`src/rtl/multdiv_ctrl.sv`:
```
// Issue/writeback controller for the multdiv unit: one mult/div in flight, start pulse, watchdog, result writeback.
// Latency: accept -> wb_valid is 3 cycles minimum (RDY in first BUSY cycle), TIMEOUT+2 cycles on watchdog expiry.
// Backpressure: in_ready/stall hold off execute until the wb_valid/wb_ready handshake; wb_* held stable while wb_ready=0.
//
// Ports:
//   clock, reset (async, active-low)
//   in_valid/in_ready, in_mult, in_div, in_opA, in_opB, in_rd : instruction issue from execute
//   stall                                                     : pipeline stall, high outside IDLE
//   data_operandA/B, ctrl_MULT, ctrl_DIV                      : operands and one-cycle start pulse to multdiv
//   data_result, data_exception, data_resultRDY               : completion from multdiv
//   wb_valid/wb_ready, wb_data, wb_rd, wb_exception           : writeback request
module multdiv_ctrl #(
    parameter int TIMEOUT     = 64,
    parameter int EXC_RD      = 30,
    parameter int EXC_MULT    = 4,
    parameter int EXC_DIV     = 5,
    parameter int EXC_TIMEOUT = 7
) (
    input  logic        clock,
    input  logic        reset,
    input  logic        in_valid,
    input  logic        in_mult,
    input  logic        in_div,
    input  logic [31:0] in_opA,
    input  logic [31:0] in_opB,
    input  logic [4:0]  in_rd,
    output logic        in_ready,
    output logic        stall,
    output logic [31:0] data_operandA,
    output logic [31:0] data_operandB,
    output logic        ctrl_MULT,
    output logic        ctrl_DIV,
    input  logic [31:0] data_result,
    input  logic        data_exception,
    input  logic        data_resultRDY,
    output logic        wb_valid,
    input  logic        wb_ready,
    output logic [31:0] wb_data,
    output logic [4:0]  wb_rd,
    output logic        wb_exception
);

    localparam int CNT_W = $clog2(TIMEOUT + 1);

    typedef enum logic [1:0] {IDLE, START, BUSY, DONE} state_t;

    state_t           state;
    state_t           state_nxt;
    logic [CNT_W-1:0] wd_cnt;
    logic             op_mult;
    logic [4:0]       rd_q;
    logic             accept;
    logic             wd_expired;

    // Exactly one op select must be high; anything else is silently dropped.
    assign accept     = (state == IDLE) && in_valid && (in_mult ^ in_div);
    // Counter is 0 in BUSY cycle 1, so TIMEOUT-1 marks the last BUSY cycle.
    assign wd_expired = (wd_cnt == CNT_W'(TIMEOUT - 1));

    always_ff @(posedge clock or negedge reset) begin
        if (!reset) begin
            state <= IDLE;
        end else begin
            state <= state_nxt;
        end
    end

    // Next state and all control outputs decode from state (plus latched op type) only.
    always_comb begin
        state_nxt = state;
        in_ready  = 1'b0;
        stall     = 1'b1;
        ctrl_MULT = 1'b0;
        ctrl_DIV  = 1'b0;
        wb_valid  = 1'b0;
        case (state)
            IDLE: begin
                in_ready = 1'b1;
                stall    = 1'b0;
                if (accept) state_nxt = START;
            end
            START: begin
                // RDY may still be high from the previous op; it is not looked at here.
                ctrl_MULT = op_mult;
                ctrl_DIV  = !op_mult;
                state_nxt = BUSY;
            end
            BUSY: begin
                if (data_resultRDY || wd_expired) state_nxt = DONE;
            end
            DONE: begin
                wb_valid = 1'b1;
                if (wb_ready) state_nxt = IDLE;
            end
            default: state_nxt = IDLE;
        endcase
    end

    always_ff @(posedge clock or negedge reset) begin
        if (!reset) begin
            data_operandA <= '0;
            data_operandB <= '0;
            rd_q          <= '0;
            op_mult       <= 1'b0;
            wd_cnt        <= '0;
            wb_data       <= '0;
            wb_rd         <= '0;
            wb_exception  <= 1'b0;
        end else begin
            if (accept) begin
                data_operandA <= in_opA;
                data_operandB <= in_opB;
                rd_q          <= in_rd;
                op_mult       <= in_mult;
            end
            if (state == START) begin
                wd_cnt <= '0;
            end
            if (state == BUSY) begin
                wd_cnt <= wd_cnt + CNT_W'(1);
                // RDY takes priority over a coincident watchdog expiry.
                if (data_resultRDY) begin
                    if (data_exception) begin
                        wb_data      <= op_mult ? 32'(EXC_MULT) : 32'(EXC_DIV);
                        wb_rd        <= 5'(EXC_RD);
                        wb_exception <= 1'b1;
                    end else begin
                        wb_data      <= data_result;
                        wb_rd        <= rd_q;
                        wb_exception <= 1'b0;
                    end
                end else if (wd_expired) begin
                    wb_data      <= 32'(EXC_TIMEOUT);
                    wb_rd        <= 5'(EXC_RD);
                    wb_exception <= 1'b1;
                end
            end
        end
    end

endmodule

```
`config.mk`:
```
export PLATFORM = sky130hd
export DESIGN_NAME = multdiv_ctrl
export DESIGN_NICKNAME = d
export VERILOG_FILES = /design/src/rtl/multdiv_ctrl.sv
export SDC_FILE = /design/constraint.sdc
export NUM_CORES = 1
export LEC_CHECK = 0
export ABC_CLOCK_PERIOD_IN_PS = 4590
export CAP_MARGIN = 20
export CORE_AREA = 3 3 128 106
export DETAILED_ROUTE_END_ITERATION = 12
export DIE_AREA = 0 0 131 109
export HOLD_SLACK_MARGIN = 0.08
export PLACE_DENSITY_LB_ADDON = 0.12
export SLEW_MARGIN = 30
export SYNTH_ARGS = -nofsm -noshare
export SYNTH_HDL_FRONTEND = slang
export SYNTH_SLANG_ARGS = --single-unit
```
`constraint.sdc`:
```
create_clock -name clock -period 4.59 [get_ports clock]
set_input_delay 0.918 -clock clock [delete_from_list [all_inputs] [get_ports clock]]
set_output_delay 0.918 -clock clock [all_outputs]
set_load 0.03 [all_outputs]
```
Word-level counts from Yosys, hierarchy flattened

Index checks and enable logic that the tools add are counted.

Flip-flop bits (word level): 117
Input bits: 109
Logic and storage cells: 48

$add $sub $neg: 1
Equality and inequality tests: 7
Muxes and demuxes: 21
Bitwise operators: 1
Reductions and logical operators: 9

Operator list:

| operator                                                         | number |
|---|---|
| 32-bit 2-to-1 mux                                                | 3 |
| 5-bit 2-to-1 mux                                                 | 3 |
| 7-bit 2-to-1 mux                                                 | 2 |
| 1-bit 2-to-1 mux                                                 | 9 |
| 2-bit case mux with 4 select lines                               | 1 |
| 7-bit by 1-bit adder with 7-bit output (second input constant)   | 1 |
| 7-bit by 6-bit == test with 1-bit output (second input constant) | 1 |
| 2-bit 2-to-1 mux                                                 | 3 |
| 2-bit != test (second input constant)                            | 3 |
| 2-bit == test (second input constant)                            | 2 |
| 2-bit nonzero test                                               | 2 |
| 3-bit AND reduction                                              | 1 |
| 2-bit by 1-bit == test with 1-bit output (second input constant) | 1 |
| 1-bit logical AND                                                | 2 |
| 2-bit logical NOT                                                | 1 |
| 2-bit AND reduction                                              | 1 |
| 1-bit logical NOT                                                | 1 |
| 1-bit logical OR                                                 | 1 |
| 1-bit bitwise XOR                                                | 1 |

Longest topological paths before layout

Word-level depth: 5
Depth in mapped cells: 7
Depth with buffers taken out: 6

Worst setup path before layout

No wires, ideal clock.

Path type: register to output
Start point: register state[1]
End point: output port ctrl_DIV
Arrival time: 1089 ps
Path slack: 2583 ps
Stages on the path, launching flop included: 4
Buffers on the path: 0
Cells stage by stage: dfrtp_1 > inv_1 > ha_1 > nor2b_1

Longest elaborated chain between the ends: 2

Ends and longest elaborated chain:

| what                                     | RTL line | RTL |
|---|---|---|
| from (decl)                              | 47       | `state_t state;` |
| from (signal assigned)                   | 64       | `state <= state_nxt;` |
| 2-bit by 1-bit == test with 1-bit output | 76       | `case (state)` |
| 1-bit 2-to-1 mux                         | 76       |  |
| to (decl)                                | 32       | `output logic ctrl_DIV,` |

Every way passes these cells.

Worst setup path in the final report

Ends and elaborated chain as after synthesis.

==> out/qor.yml <==
layout:
  final_common_cell: "clkdlybuf4s50_1"
  area_growth_pct: 57.5
  antennaDiodeCount: 0
  final_layout_size_suffix_gt1_share_pct: 20.1
  final_cell_mix: "clkdlybuf4s50_1, dfrtp_1, mux2_4"
  layout.nets: 641
clock_network:
  insertion_delay_ps: 400
  clk_pin_slew_ps: 50
  cts_tree: "done"
  htreeDepth: 4
  cts_setup_buffers: 0
  clk_path_buf_depth: 2
  cts.repair.resized: 0
  cts.sinks: 117
  cts_inserted_buffers: 17
  cts_root_buf: "clkbuf_16"
  cts_hold_buf: 0
die:
  die_h_um: 109
  io_pins: 216
  core_mm2: 0.0122
  num_rows: 36
  die_x_um: 131
  dieArea_mm2: 0.0143
  start_util_pct: 40.2
route:
  drt_iter0_drc: 131
  drt_wl_total_um: 12400
  antenna_left: 0
  vias: 3337
  drt_pass1_iterations: 4
  drt-wirelength-per-cell_um: 17.5
  vias_per_cell: 4.71
  drc_errors: 0
sta:
  setup_violations: 0
  slew_viol_final: 0
  worst_pin_slew_ps: 813
  rsz0062_at_grt: "no"
  maxSlewHeadroom_pct: 45.6
  period_share_pct: 61.6
  period_needed_ps: 2830
  finalClockSkew_ps: 10.6
  setup-tns-final_ps: 0
  fmax_mhz: 354
  final_hold_viol_count: 0
worst_setup_path:
  r2r_start: "state[0]"
  critPathMaxStageDelay_ps: 690
  crit_type: "reg2out"
  path_buf_inv: 2
  path_cells: "inv_1 -> ha_1 -> nor2b_1 -> clkdlybuf4s50_1"
  worstPathMaxFanout: 4
  cp_top_family: "buffers and inverters"
  ff2ff_setup_slack_ps: 2430
  reg2reg_depth: 5
  slowest_stage: "clkdlybuf4s50_1"
  required_ps: 3670
  crit_path_end_kind: "primary output"
  start_kind: "register"
  r2r-end: "data_operandB[25]"
  cp.arrival_ps: 1910
logic_synthesis:
  yosys.cell_types.count: 32
  seq_area_frac_synth_pct: 59.6
  syn_avg_cell_area_um2: 16.0
  synth_area_mm2: 0.00491
  synth_ff_type: "dfrtp_1"
  ys_ff_latch: 117
  async_flop_share_pct: 100
  synth_enable_flop_cells: 0
  ys.warnings.count: 0
  netlist_instances: 306
  syn_nets: 421
global_route:
  grt_pass1_wl_um: 18800
  grt_pass1_vias: 3506
  track_usage_pct: 17.3
  overflow: 0
  grt_max_degree: 55
  antenna_found_initial: 0
power:
  power.leakage_nw: 3.36
  max-vdd-ir-drop_v: 0.000405
  powerDensity_mw_per_mm2: 802
  total_power_mw: 6.20
min_path:
  holdPathStages: 1
  hold_end: "wb_rd[3]"
  hp-class: "reg2reg"
  hp-start: "wb_rd[3]"
place:
  hpwl_um: 8940
  gp_congestion: 0.766
  io_buffers: 215
job:
  drv_cap: 0
outcome:
  status: "completed"
-- flip-flops by register name, indices dropped and copies added, names as in the netlist --
register	flops
data_operandB	32
op_mult	1
data_operandA	32
state	2
rd_q	5
wb_data	32
wd_cnt	7
wb_exception	1
wb_rd	5
-- power by group --
part / switching [mW] / total, mW / internal [mW]
sequential: 0.291 / 1.82 / 1.53
clock: 0.446 / 1.32 / 0.874
combinational: 1.56 / 3.06 / 1.50
-- cell type report --
class	count	area, µm²
fillers	957	4480
flip-flops and latches	117	2930
repair buffers	218	2180
multi-input cells	162	1780
clock buffers	21	460
well taps	171	214
clock inverters	9	129
inverters	10	37.5
-- per-stage QoR --
| stage | area, µm² | setup WS (ps) | instances | util, % | hold slack (ps) |
|---|---|---|---|---|---|
| after floorplan | 4910 | 2580 | 306 | - | 473 |
| after global placement | 7130 | 1570 | 678 | 58.4 | 472 |
| after detailed placement | 7140 | 1510 | 678 | 58.5 | 477 |
| after CTS | 7730 | 1720 | 708 | 63.3 | 487 |
| after global routing | 7730 | 1660 | 708 | 63.3 | 499 |
| final | 7730 | 1760 | 708 | 63.3 | 481 |
-- per-layer routing --
metal | vias to the layer above | GRT usage, % | share of wire [%]
met5 | - | 0 | 0
met4 | 0 | 6.46 | 0.98
met3 | 8 | 6.81 | 9.2
met2 | 146 | 26.8 | 46
met1 | 1643 | 21.8 | 44
li1 | 1540 | - | -
-- logic make-up after synthesis --
kind of cell | synth area share, %
DFF | 59.6
muxes | 22.2
AOI/OAI and AO/OA | 8.77
and+or+nand+nor | 3.03
buffers and inverters | 4.61
adders and majority gates | 1.53
xor gates and xnor gates | 0.178
-- cell usage after synthesis (2+ instances only) --
library cell / instances / area [µm²]
dfrtp_1: 117 / 2930
mux2_4: 70 / 1050
a22o_1: 32 / 280
inv_1: 10 / 37.5
buf_12: 7 / 140
o22a_1: 7 / 61.3
clkbuf_1: 6 / 22.5
ha_1: 6 / 75.1
nor2_1: 6 / 22.5
o21ai_0: 6 / 30.0
nand2_1: 5 / 18.8
mux2i_1: 4 / 40.0
nand3_1: 4 / 20.0
buf_2: 3 / 15.0
nand2b_1: 3 / 18.8
nand4_1: 2 / 12.5
nor2b_1: 2 / 12.5
o21a_1: 2 / 15.0
-- how the worst max path moves through the flow --
stage                   from           endpoint  slack (ps)  cells past startpoint
floorplan           state[1]           ctrl_DIV        2580                      3
CTS                 state[1]           ctrl_DIV        1720                      4
detailed placement   in_mult  data_operandA[30]        1510                      5
finish              state[1]           ctrl_DIV        1760                      4
global placement     in_mult   data_operandA[0]        1570                      5
global route        state[1]           ctrl_DIV        1660                      4
Power figures use the tool's default switching activity.
